<file path="src/rtl/core_timer_responder.sv">
// core_timer_responder: memory-mapped prescaled compare timer on the start/ready data port
module core_timer_responder #(
    parameter logic [29:0] BASE     = 30'h0000_4000,
    parameter int          LATENCY  = 1,
    parameter int          PRESCALE = 1
) (
    input  logic        clk,
    input  logic        rst,
    input  logic        start,
    input  logic [29:0] addr,
    input  logic        write,
    input  logic [31:0] data_wr,
    input  logic [3:0]  data_be,
    output logic        ready,
    output logic [31:0] data_rd,
    output logic        irq
);
    localparam logic [1:0]  S_IDLE  = 2'd0;
    localparam logic [1:0]  S_WAIT  = 2'd1;
    localparam logic [1:0]  S_RESP  = 2'd2;
    localparam logic [3:0]  LAT_M1  = 4'(LATENCY - 1);
    localparam logic [15:0] PRE_MAX = 16'(PRESCALE - 1);

    logic [1:0]  state;
    logic [3:0]  wcnt;
    logic [29:0] req_addr;
    logic        req_write;
    logic [31:0] req_data;
    logic [3:0]  req_be;
    logic [2:0]  ctrl;
    logic [31:0] count;
    logic [31:0] compare;
    logic        pending;
    logic [15:0] pre;
    logic [29:0] off;
    logic        in_win;
    logic [31:0] reg_val;
    logic [31:0] merged;
    logic        wr_en;
    logic        tick;
    logic        match;

    // Decode the captured request, build read data and the byte-merged write value
    always_comb begin
        off     = req_addr - BASE;
        in_win  = (off[29:2] == 28'd0);
        reg_val = (off[1:0] == 2'd0) ? {29'd0, ctrl} :
                  (off[1:0] == 2'd1) ? count :
                  (off[1:0] == 2'd2) ? compare : {31'd0, pending};
        merged  = reg_val;
        for (int i = 0; i < 4; i++)
            merged[8*i +: 8] = req_be[i] ? req_data[8*i +: 8] : reg_val[8*i +: 8];
        ready   = (state == S_RESP);
        wr_en   = ready && req_write && in_win;
        tick    = ctrl[0] && (pre == PRE_MAX);
        match   = (count == compare);
        data_rd = (ready && in_win) ? reg_val : 32'd0;
    end

    // Request sequencer: capture on start, wait out the latency, pulse ready once
    always_ff @(posedge clk) begin
        if (rst) begin
            state     <= S_IDLE;
            wcnt      <= 4'd0;
            req_addr  <= 30'd0;
            req_write <= 1'b0;
            req_data  <= 32'd0;
            req_be    <= 4'd0;
        end else begin
            case (state)
                S_IDLE: if (start) begin
                    req_addr  <= addr;
                    req_write <= write;
                    req_data  <= data_wr;
                    req_be    <= data_be;
                    wcnt      <= LAT_M1;
                    state     <= (LATENCY == 1) ? S_RESP : S_WAIT;
                end
                S_WAIT: begin
                    wcnt  <= wcnt - 4'd1;
                    state <= (wcnt == 4'd1) ? S_RESP : S_WAIT;
                end
                default: state <= S_IDLE;
            endcase
        end
    end

    // Prescaler runs only while enabled and wraps on each tick
    always_ff @(posedge clk) begin
        if (rst || !ctrl[0])
            pre <= 16'd0;
        else
            pre <= tick ? 16'd0 : pre + 16'd1;
    end

    // Control register and compare value; writes land at the end of the response cycle
    always_ff @(posedge clk) begin
        if (rst) begin
            ctrl    <= 3'd0;
            compare <= 32'd0;
        end else begin
            if (wr_en && off[1:0] == 2'd0)
                ctrl <= merged[2:0];
            if (wr_en && off[1:0] == 2'd2)
                compare <= merged;
        end
    end

    // Counter: a bus write takes priority over a tick; match against the current compare
    always_ff @(posedge clk) begin
        if (rst)
            count <= 32'd0;
        else if (wr_en && off[1:0] == 2'd1)
            count <= merged;
        else if (tick)
            count <= (match && ctrl[1]) ? 32'd0 : count + 32'd1;
    end

    // Pending flag: a new match beats a simultaneous write-1-to-clear
    always_ff @(posedge clk) begin
        if (rst)
            pending <= 1'b0;
        else if (tick && match)
            pending <= 1'b1;
        else if (wr_en && off[1:0] == 2'd3 && req_be[0] && req_data[0])
            pending <= 1'b0;
    end

    // Registered interrupt level
    always_ff @(posedge clk) begin
        if (rst)
            irq <= 1'b0;
        else
            irq <= pending & ctrl[2];
    end
endmodule

</file>
<file path="config.mk">
export PLATFORM = sky130hd
export DESIGN_NAME = core_timer_responder
export DESIGN_NICKNAME = d
export VERILOG_FILES = /design/src/rtl/core_timer_responder.sv
export SDC_FILE = /design/constraint.sdc
export NUM_CORES = 1
export LEC_CHECK = 0
export ABC_AREA = 1
export ABC_CLOCK_PERIOD_IN_PS = 4400
export CORE_MARGIN = 4
export CORE_UTILIZATION = 58
export DETAILED_ROUTE_END_ITERATION = 8
export HOLD_SLACK_MARGIN = 0.05
export PLACE_DENSITY = 0.87
export SYNTH_ARGS = -nofsm -noshare
export SYNTH_HDL_FRONTEND = slang
export SYNTH_SLANG_ARGS = --single-unit
export TNS_END_PERCENT = 5
</file>
<file path="constraint.sdc">
create_clock -name clk -period 4.4 [get_ports clk]
set_input_delay 0.44 -clock clk [delete_from_list [all_inputs] [get_ports clk]]
set_output_delay 0.44 -clock clk [all_outputs]
set_load 0.02 [all_outputs]
</file>
==> metrics.cfg, run 1 <==
[sta]
clock_skew_ns = 0.0103
worst_slew_pin_slew_ns = 1.23
report.final.slew_viol_count = 0
setup_viol = 0
relSlewSlack_pct = 18.0
finalHoldViolCount = 0
finalWorstSetupSlack_ns = 0.797
max_freq_ghz = 0.278
timing.final.crit_share_pct = 81.9
rsz0062_at_grt = false
fin_crit_ns = 3.60
finalSetupTns_ns = 0

[drt]
drt_iter0_markers = 1322
detail-route-antenna-nets = 0
firstDrtPassIters = 6
route.vias.total = 9948
wire_per_inst_um = 16.0
routed_wl_um = 28200
via_per_inst = 5.65
post-route-drc-count = 0

[logic_synthesis]
synth_area_um2 = 9240
syn-num-nets = 1552
synth_warnings = 0
ys_ff_latch = 158
netlist_top_cells_count = nand2_1, nor2_1, inv_1
synth_area_leader_cell = dfxtp_1
synth_cell_types = 43
postSynthAreaPerCell_um2 = 6.25
synth_ff_type = dfxtp_1
async_reset_ff_share_pct = 0
yosysMostFrequentCell = nand2_1
synth.top_cell.area_share_pct = 34.2
synth.area.top_cells = dfxtp_1, nand2_1, nor2_1
synth.yosys.seq_area_share_pct = 34.2
syn_inst = 1477
synth_edf_count = 0

[clocking]
post_cts_buffers = 0
cts_hold_buf = 0
cts_max_level = 4
ctsResizeCount = 0
numCtsBuffers = 17
insertion_delay_ns = 0.45
tritoncts = yes
clkTransAtPathRegs_ns = 0.07
cts_root_buffer = clkbuf_16
clk_path_buf_depth = 2
cts.sinks = 158

[flow_run]
drv_cap = 0

[power_and_ir_drop]
p_per_area_nw_per_um2 = 312
finalPower_mw = 3.40
p_leak_nw = 4.27
worst_ir_drop_vdd_v = 0.000300

[global_routing]
grt_usage_pct = 31.0
grt_pass1_vias = 9156
grt_max_degree = 98
antenna_found_initial = 0
grt_pass1_wl_um = 45100
grt_overflow = 0

[worst_hold_path]
worstHoldPathType = flip-flop to flip-flop

[place]
gp_congestion = 1.03
pre_cts_slack_ns = 1.29
dp_cells = 1728
dpl_cell_area_um2 = 10300
dpl.hpwl_um = 19900
numPortBuffers = 103

[setup_path]
crit_chain = inv_1, nor2_1, buf_4, inv_1, o22ai_1, inv_1, nor2_1, clkdlybuf4s50_1
crit_family = buffers and inverters
cpMaxStageDelayCell = clkdlybuf4s50_1
cp_slowest_stage_delay_ns = 0.66
worst-path-buf-inv = 5
cp.required_ns = 3.96
cp.arrival_ns = 3.16
endpoint_kind = output port
worst_path_most_repeated_cell = inv_1
cp_max_fo = 32
crit_type = flip-flop to output port
start_kind = flip-flop

[floorplanning]
die_w_um = 134
core_area_um2 = 15400
start_util_pct = 59.9
rows = 45
die_h_um = 134
ios = 104
die-area_um2 = 18000

[final_layout]
drive_above_1_share_pct = 5.94
seqCellArea_um2 = 3160
areaGrowthSynthToFinish_pct = 18.0
fin_area_um2 = 10900
multiInputGateArea_um2 = 5010
fin_cells = 1760
fin_nets = 1611
n_antenna_cell = 0
fillers = 1366

[status]
status = finished, final reports clean

-- power breakdown --
| group | internal, mW | total (mW) | switching, mW |
|---|---|---|---|
| registers | 1.48 | 1.52 | 0.0411 |
| logic | 0.136 | 0.350 | 0.214 |
| clock network | 0.863 | 1.53 | 0.670 |
| total | 2.48 | 3.40 | 0.925 |
-- per-layer routing --
| layer | track usage [%] | part of all wire [%] |
|---|---|---|
| met1 | 42.4 | 43 |
| met2 | 48.6 | 44 |
| met3 | 6.26 | 10 |
| met4 | 11.3 | 2.7 |
| met5 | 0 | 0 |
-- through the flow --
| step | hold WS (ns) | utilization, % |
|---|---|---|
| 2_1_floorplan | 0.417 | - |
| 3_3_place_gp | 0.433 | 66.8 |
| 3_5_place_dp | 0.442 | 66.8 |
| 4_1_cts | 0.451 | 70.6 |
| 5_1_grt | 0.475 | 70.6 |
| 6_report | 0.450 | 70.6 |
-- worst paths after layout --
path | start | end | slack (ns) | cells after the start
worst max-delay path | req_addr[0] | data_rd[15] | 0.80 | 8
worst min-delay path | pre[0] | pre[0] | 0.45 | 1
worst min register to register | pre[0] | pre[0] | 0.45 | 1
worst max register to register | req_addr[22] | compare[2] | 1.25 | 12
-- cell type report --
class	instances	share of cell area [%]
repair buffers	114	10.3
clock buffers	18	4.03
well taps	211	2.42
multi-input cells	1049	46.0
clock inverters	14	1.45
inverters	196	6.75
flip-flops and latches	158	29.0
-- placed cells by master, fill, tap and decap left out, drive strengths merged, types with 3 or more instances in the layout --
cell,instances
nand2,337
nor2,230
inv,200
dfxtp,158
o21ai,135
clkdlybuf4s50,103
nand3,98
a21oi,96
nand4,44
o22ai,31
nor3,27
clkbuf,18
xnor2,15
xor2,11
buf,11
clkinv,7
ha,5
nor4,4
nand3b,3
a31oi,3
-- logic make-up after synthesis --
| logic type | after synthesis | share of synthesized area, % |
|---|---|---|
| flops | 158 | 34.2 |
| compound gates | 272 | 16.2 |
| buf+inv | 270 | 11.6 |
| fa+ha+maj | 5 | 0.677 |
| simple gates | 746 | 34.8 |
| xor+xnor | 26 | 2.47 |
-- registers in the layout, summed over array words and instances (netlist names) --
name,cells
compare,32
count,32
req_data,32
req_addr,30
pre,16
req_be,4
wcnt,4
ctrl,3
state,2
irq,1
pending,1
req_write,1
(Power assumes the default switching activity.)
==> run 2: changes to the inputs <==
ABC_CLOCK_PERIOD_IN_PS = 3300   (was 4400)
CORE_UTILIZATION = 52   (was 58)
PLACE_DENSITY = 0.83   (was 0.87)
clock period = 3.3 ns   (was 4.4 ns; I/O delays follow)
==> run 2 against run 1 <==
Net effect:
- clock skew about the same
- global-route usage shrank 2.5 points
- clock power grew 29%
- largest cell class unchanged
- critical path type unchanged
- sequential power up 34%
- hold slack improved by 0.0060 ns
- highest routed layer is now met5
- via count down 0.98%
- critical path depth grew 2
- count of clock-buffer cells in the layout up 1
- die area increased by 11%
- first-iteration DRC count down 19%
- sequential cell count unchanged
==> metrics.cfg, run 2 (synthesis results as in run 1) <==
[sta]
relSlewSlack_pct = 41.8
finalWorstSetupSlack_ns = 0.0593
worst_slew_pin_slew_ns = 0.870
report.final.slew_viol_count = 0
finalHoldViolCount = 0
rsz0062_at_grt = true
clock_skew_ns = 0.0103
setup_viol = 0
timing.final.crit_share_pct = 98.2
fin_crit_ns = 3.24
max_freq_ghz = 0.309

[global_routing]
grt_max_degree = 95
grt_pass1_vias = 9086
grt_overflow = 0
antenna_found_initial = 1
grt_usage_pct = 28.5
grt_pass1_wl_um = 45800

[clocking]
tritoncts = yes
clk_path_buf_depth = 2
cts.sinks = 158
clkTransAtPathRegs_ns = 0.07
cts_max_level = 4
cts_root_buffer = clkbuf_16
insertion_delay_ns = 0.43
numCtsBuffers = 17

[drt]
route.vias.total = 9851
routed_wl_um = 29300
post-route-drc-count = 0
wire_per_inst_um = 16.5
firstDrtPassIters = 7
drt_iter0_markers = 1065
via_per_inst = 5.53
detail-route-antenna-nets = 0

[final_layout]
fin_cells = 1781
areaGrowthSynthToFinish_pct = 19.6
final_common_cell = nand2_1
mostFrequentLayoutCells = nand2_1, nor2_1, inv_1, dfxtp_1, o21ai_0
drive_above_1_share_pct = 6.36
fin_nets = 1618
fillers = 1625
largest_registers = compare x32, count x32, req_data x32
n_antenna_cell = 0

[power_and_ir_drop]
p_leak_nw = 4.56
p_sw_mw = 1.23
worst_ir_drop_vdd_v = 0.000319
p_comb_share_pct = 10.8
intPower_mw = 3.25
power_frac_seq_pct = 45.2
switching_share_pct = 27.5
p_clk_share_pct = 44.0
p_per_area_nw_per_um2 = 406

[setup_path]
crit_type = flip-flop to output port
cp.required_ns = 2.97
endpoint_kind = output port
cp_max_fo = 17
cp.arrival_ns = 2.91
start_kind = flip-flop

[place]
numPortBuffers = 103
dpl.hpwl_um = 20700
dp_cells = 1747
pre_cts_slack_ns = 0.447
gp_congestion = 0.980

[floorplanning]
rows = 48
ios = 104
die_h_um = 141
core_area_um2 = 17400
die_w_um = 141
start_util_pct = 53.2
die-area_um2 = 20000

[worst_hold_path]
worstHoldPathType = flip-flop to flip-flop

[status]
status = finished, final reports clean

[flow_run]
drv_cap = 0

[run 2: cell count changes in the layout (fill, tap and decap cells not counted), sizes merged]
cell	delta
buf	+6
clkbuf	+1
clkdlybuf4s50	-14
bufinv	-1
clkinv	-2
clkinvlp	+2
dlymetal6s2s	+14
nand3	+1
[run 2: critical path, stage by stage (launching register included)]
cell and delay, ns:
dfxtp_1 0.34, nor2_1 0.19, nand2_1 0.11, nor2_1 0.15, nand2_1 0.07, nand2_1 0.07, nand2_1 0.09, nor2_4 0.21
nand3_4 0.37, nor2_1 0.24, clkdlybuf4s50_1 0.64
[run 2: power by group through the flow]
stage	Combinational [mW]	Clock, mW	Sequential [mW]
2_1_floorplan	0.298	0	2.05
3_3_place_gp	0.462	0	2.06
3_5_place_dp	0.468	0	2.07
4_1_cts	0.470	1.98	2.02
5_1_grt	0.539	2.05	2.03
6_report	0.485	1.97	2.03
[run 2: metrics by stage]
stage / util (%) / total power [mW] / hold WS [ns] / area (um2) / TNS (ns)
global placement: 59.8 / 2.53 / 0.429 / 10400 / 0
detailed placement: 59.8 / 2.54 / 0.443 / 10400 / 0
finish: 63.6 / 4.48 / 0.456 / 11000 / 0
CTS: 63.1 / 4.47 / 0.457 / 11000 / -0.0256
global route: 63.6 / 4.62 / 0.471 / 11000 / -0.0645
floorplan: - / 2.35 / 0.417 / 9240 / 0
[run 2: per-layer routing]
metal	routed length, um	vias up	part of all wire [%]	track usage (%)
met1	12500	4429	43	38.9
met3	2840	78	9.7	5.83
li1	-	4877	-	-
met2	13000	465	44	44.3
met5	17	-	0.058	0
met4	1030	2	3.5	11.0
[run 2: area by class of cell]
class / count / area, um2 / share of cell area (%)
Multi-Input combinational cell: 1050 / 5050 / 45.7
Sequential cell: 158 / 3160 / 28.6
Timing Repair Buffer: 120 / 1230 / 11.1
Inverter: 196 / 736 / 6.66
Clock buffer: 19 / 453 / 4.10
Tap cell: 225 / 282 / 2.55
Clock inverter: 13 / 130 / 1.18
[run 2: worst paths after layout]
path,from,end,slack [ns],depth (start not counted)
worst min-delay path,pre[0],pre[0],0.46,1
worst max register to register,req_addr[22],ctrl[2],0.52,13
worst max-delay path,req_addr[22],data_rd[24],0.06,10
worst min register to register,pre[0],pre[0],0.46,1
[run 2: repair_timing]
action                     CTS  global route
setup buffers                0             1
pin swaps                    0             1
cloned                       0             1
hold buffers                 0             0
resized for setup            0            18
setup endpoints to repair    2            32
==> run 3: changes to the inputs <==
PLACE_DENSITY = 0.86   (was 0.83)
==> run 3 against run 2 <==
Net effect:
- sequential cell count did not move
- count of clock-buffer cells in the layout rose by 3
- via count rose by 1.6%
- critical path type unchanged
- largest cell class unchanged
- non-clock buffer count did not move
- critical endpoint is now data_rd[0]
- first-iteration DRC count rose by 19%
==> metrics.cfg, run 3 (synthesis results as in run 1) <==
[clocking]
tritoncts = yes
clkTransAtPathRegs_ns = 0.06
insertion_delay_ns = 0.43
cts.sinks = 158
cts_root_buffer = clkbuf_16
clk_path_buf_depth = 2
cts_max_level = 4
numCtsBuffers = 17

[setup_path]
cp_max_fo = 19
cp_slowest_stage_delay_ns = 0.54
worst-path-buf-inv = 4
crit_chain = inv_1, nor2_1, inv_1, buf_4, o211ai_1, a22oi_1, nor2_1, clkdlybuf4s50_1
start_kind = flip-flop
crit_family = buffers and inverters
r2r_start = req_addr[20]
cp.depth = 8
r2r_slack_ns = 0.45
cp.arrival_ns = 2.85
cp-startpoint = req_addr[0]
worstSetupEndpoint = data_rd[0]
cp.required_ns = 2.97
reg2reg_to = ctrl[2]
cpMaxStageDelayCell = clkdlybuf4s50_1
crit_type = flip-flop to output port
r2r_cells = 15
endpoint_kind = output port

[place]
dpl.hpwl_um = 20500
numPortBuffers = 103
gp_congestion = 1.05

[global_routing]
grt_pass1_vias = 9575
antenna_found_initial = 1
grt_max_degree = 98
grt_pass1_wl_um = 46800
grt_usage_pct = 28.9
grt_overflow = 0

[drt]
routed_wl_um = 29300
wl_met3_um = 3220
post-route-drc-count = 0
wire_per_inst_um = 16.4
route.met2.wl_um = 13200
firstDrtPassIters = 7
route.vias.total = 10000
detail-route-antenna-nets = 0
via_per_inst = 5.62
highest_layer = met5
wl_met1_um = 11900
drt_iter0_markers = 1264

[final_layout]
mostFrequentLayoutCells = nand2_1, nor2_1, inv_1, dfxtp_1, o21ai_0
n_antenna_cell = 0
final_core_util_pct = 63.2
drive_above_1_share_pct = 6.17
final_common_cell = nand2_1
areaGrowthSynthToFinish_pct = 18.9
largest_registers = compare x32, count x32, req_data x32
fin_nets = 1618

[power_and_ir_drop]
p_leak_nw = 4.29
p_per_area_nw_per_um2 = 400
worst_ir_drop_vdd_v = 0.000346

[floorplanning]
rows = 48
ios = 104
core_area_um2 = 17400
die_w_um = 141
start_util_pct = 53.2
die_h_um = 141
die-area_um2 = 20000

[sta]
worst_slew_pin_slew_ns = 0.817
report.final.slew_viol_count = 0
fin_crit_ns = 3.18
relSlewSlack_pct = 45.6
finalHoldViolCount = 0
setup_viol = 0
clock_skew_ns = 0.00972
finalSetupTns_ns = 0
timing.final.crit_share_pct = 96.4
max_freq_ghz = 0.314
hold_ws_ns = 0.458

[status]
status = finished, final reports clean

[flow_run]
drv_cap = 0

[worst_hold_path]
worstHoldPathType = flip-flop to flip-flop

-- run 3: tightest hold or removal path, stage by stage, from the launching register on --
cell and delay, ns:
dfxtp_1 0.30, inv_1 0.06, a21oi_1 0.06
-- run 3: worst min-delay path by stage --
| stage | startpoint | to | cells after the start |
|---|---|---|---|
| detailed placement | req_data[10] | req_data[10] | 2 |
| global route | req_data[31] | req_data[31] | 2 |
| finish | req_data[10] | req_data[10] | 2 |
| floorplan | pre[0] | pre[0] | 1 |
| CTS | req_data[10] | req_data[10] | 2 |
| global placement | pre[0] | pre[0] | 1 |
-- run 3: area by class of cell --
type	count	area (um2)
Clock buffer	22	464
Clock inverter	10	88.8
Fill cell	1624	6380
Inverter	196	736
Multi-Input combinational cell	1050	5040
Sequential cell	158	3160
Tap cell	225	282
Timing Repair Buffer	120	1210
-- run 3: repair_timing --
item | 4_1_cts | 5_1_grt
resized for setup | 1 | 1
setup endpoints to repair | 5 | 31
cloned | 0 | 1
setup buffers | 0 | 3
pin swaps | 0 | 2
hold buffers | 0 | 0
-- run 3: power by group --
group	switching (mW)	total [mW]	leakage (nW)	internal, mW
logic	0.303	0.486	2.74	0.183
registers	0.0536	2.03	1.29	1.97
clock network	0.808	1.88	0.262	1.07
total	1.16	4.39	4.29	3.23
-- run 3: layer usage --
metal,vias to the layer above,global-route usage [%]
met5,-,0
met1,4502,37.1
li1,4890,-
met3,86,7.25
met2,533,46.1
met4,2,12.4
-- run 3: metrics by stage --
step           total power [mW]  area (um2)  cells  setup WS, ns
2_1_floorplan              2.35        9240   1477          1.22
3_3_place_gp               2.53       10400   1745         0.493
3_5_place_dp               2.54       10400   1745         0.446
4_1_cts                    4.39       10900   1777       -0.0130
5_1_grt                    4.55       11000   1781       -0.0101
6_report                   4.39       11000   1781         0.119
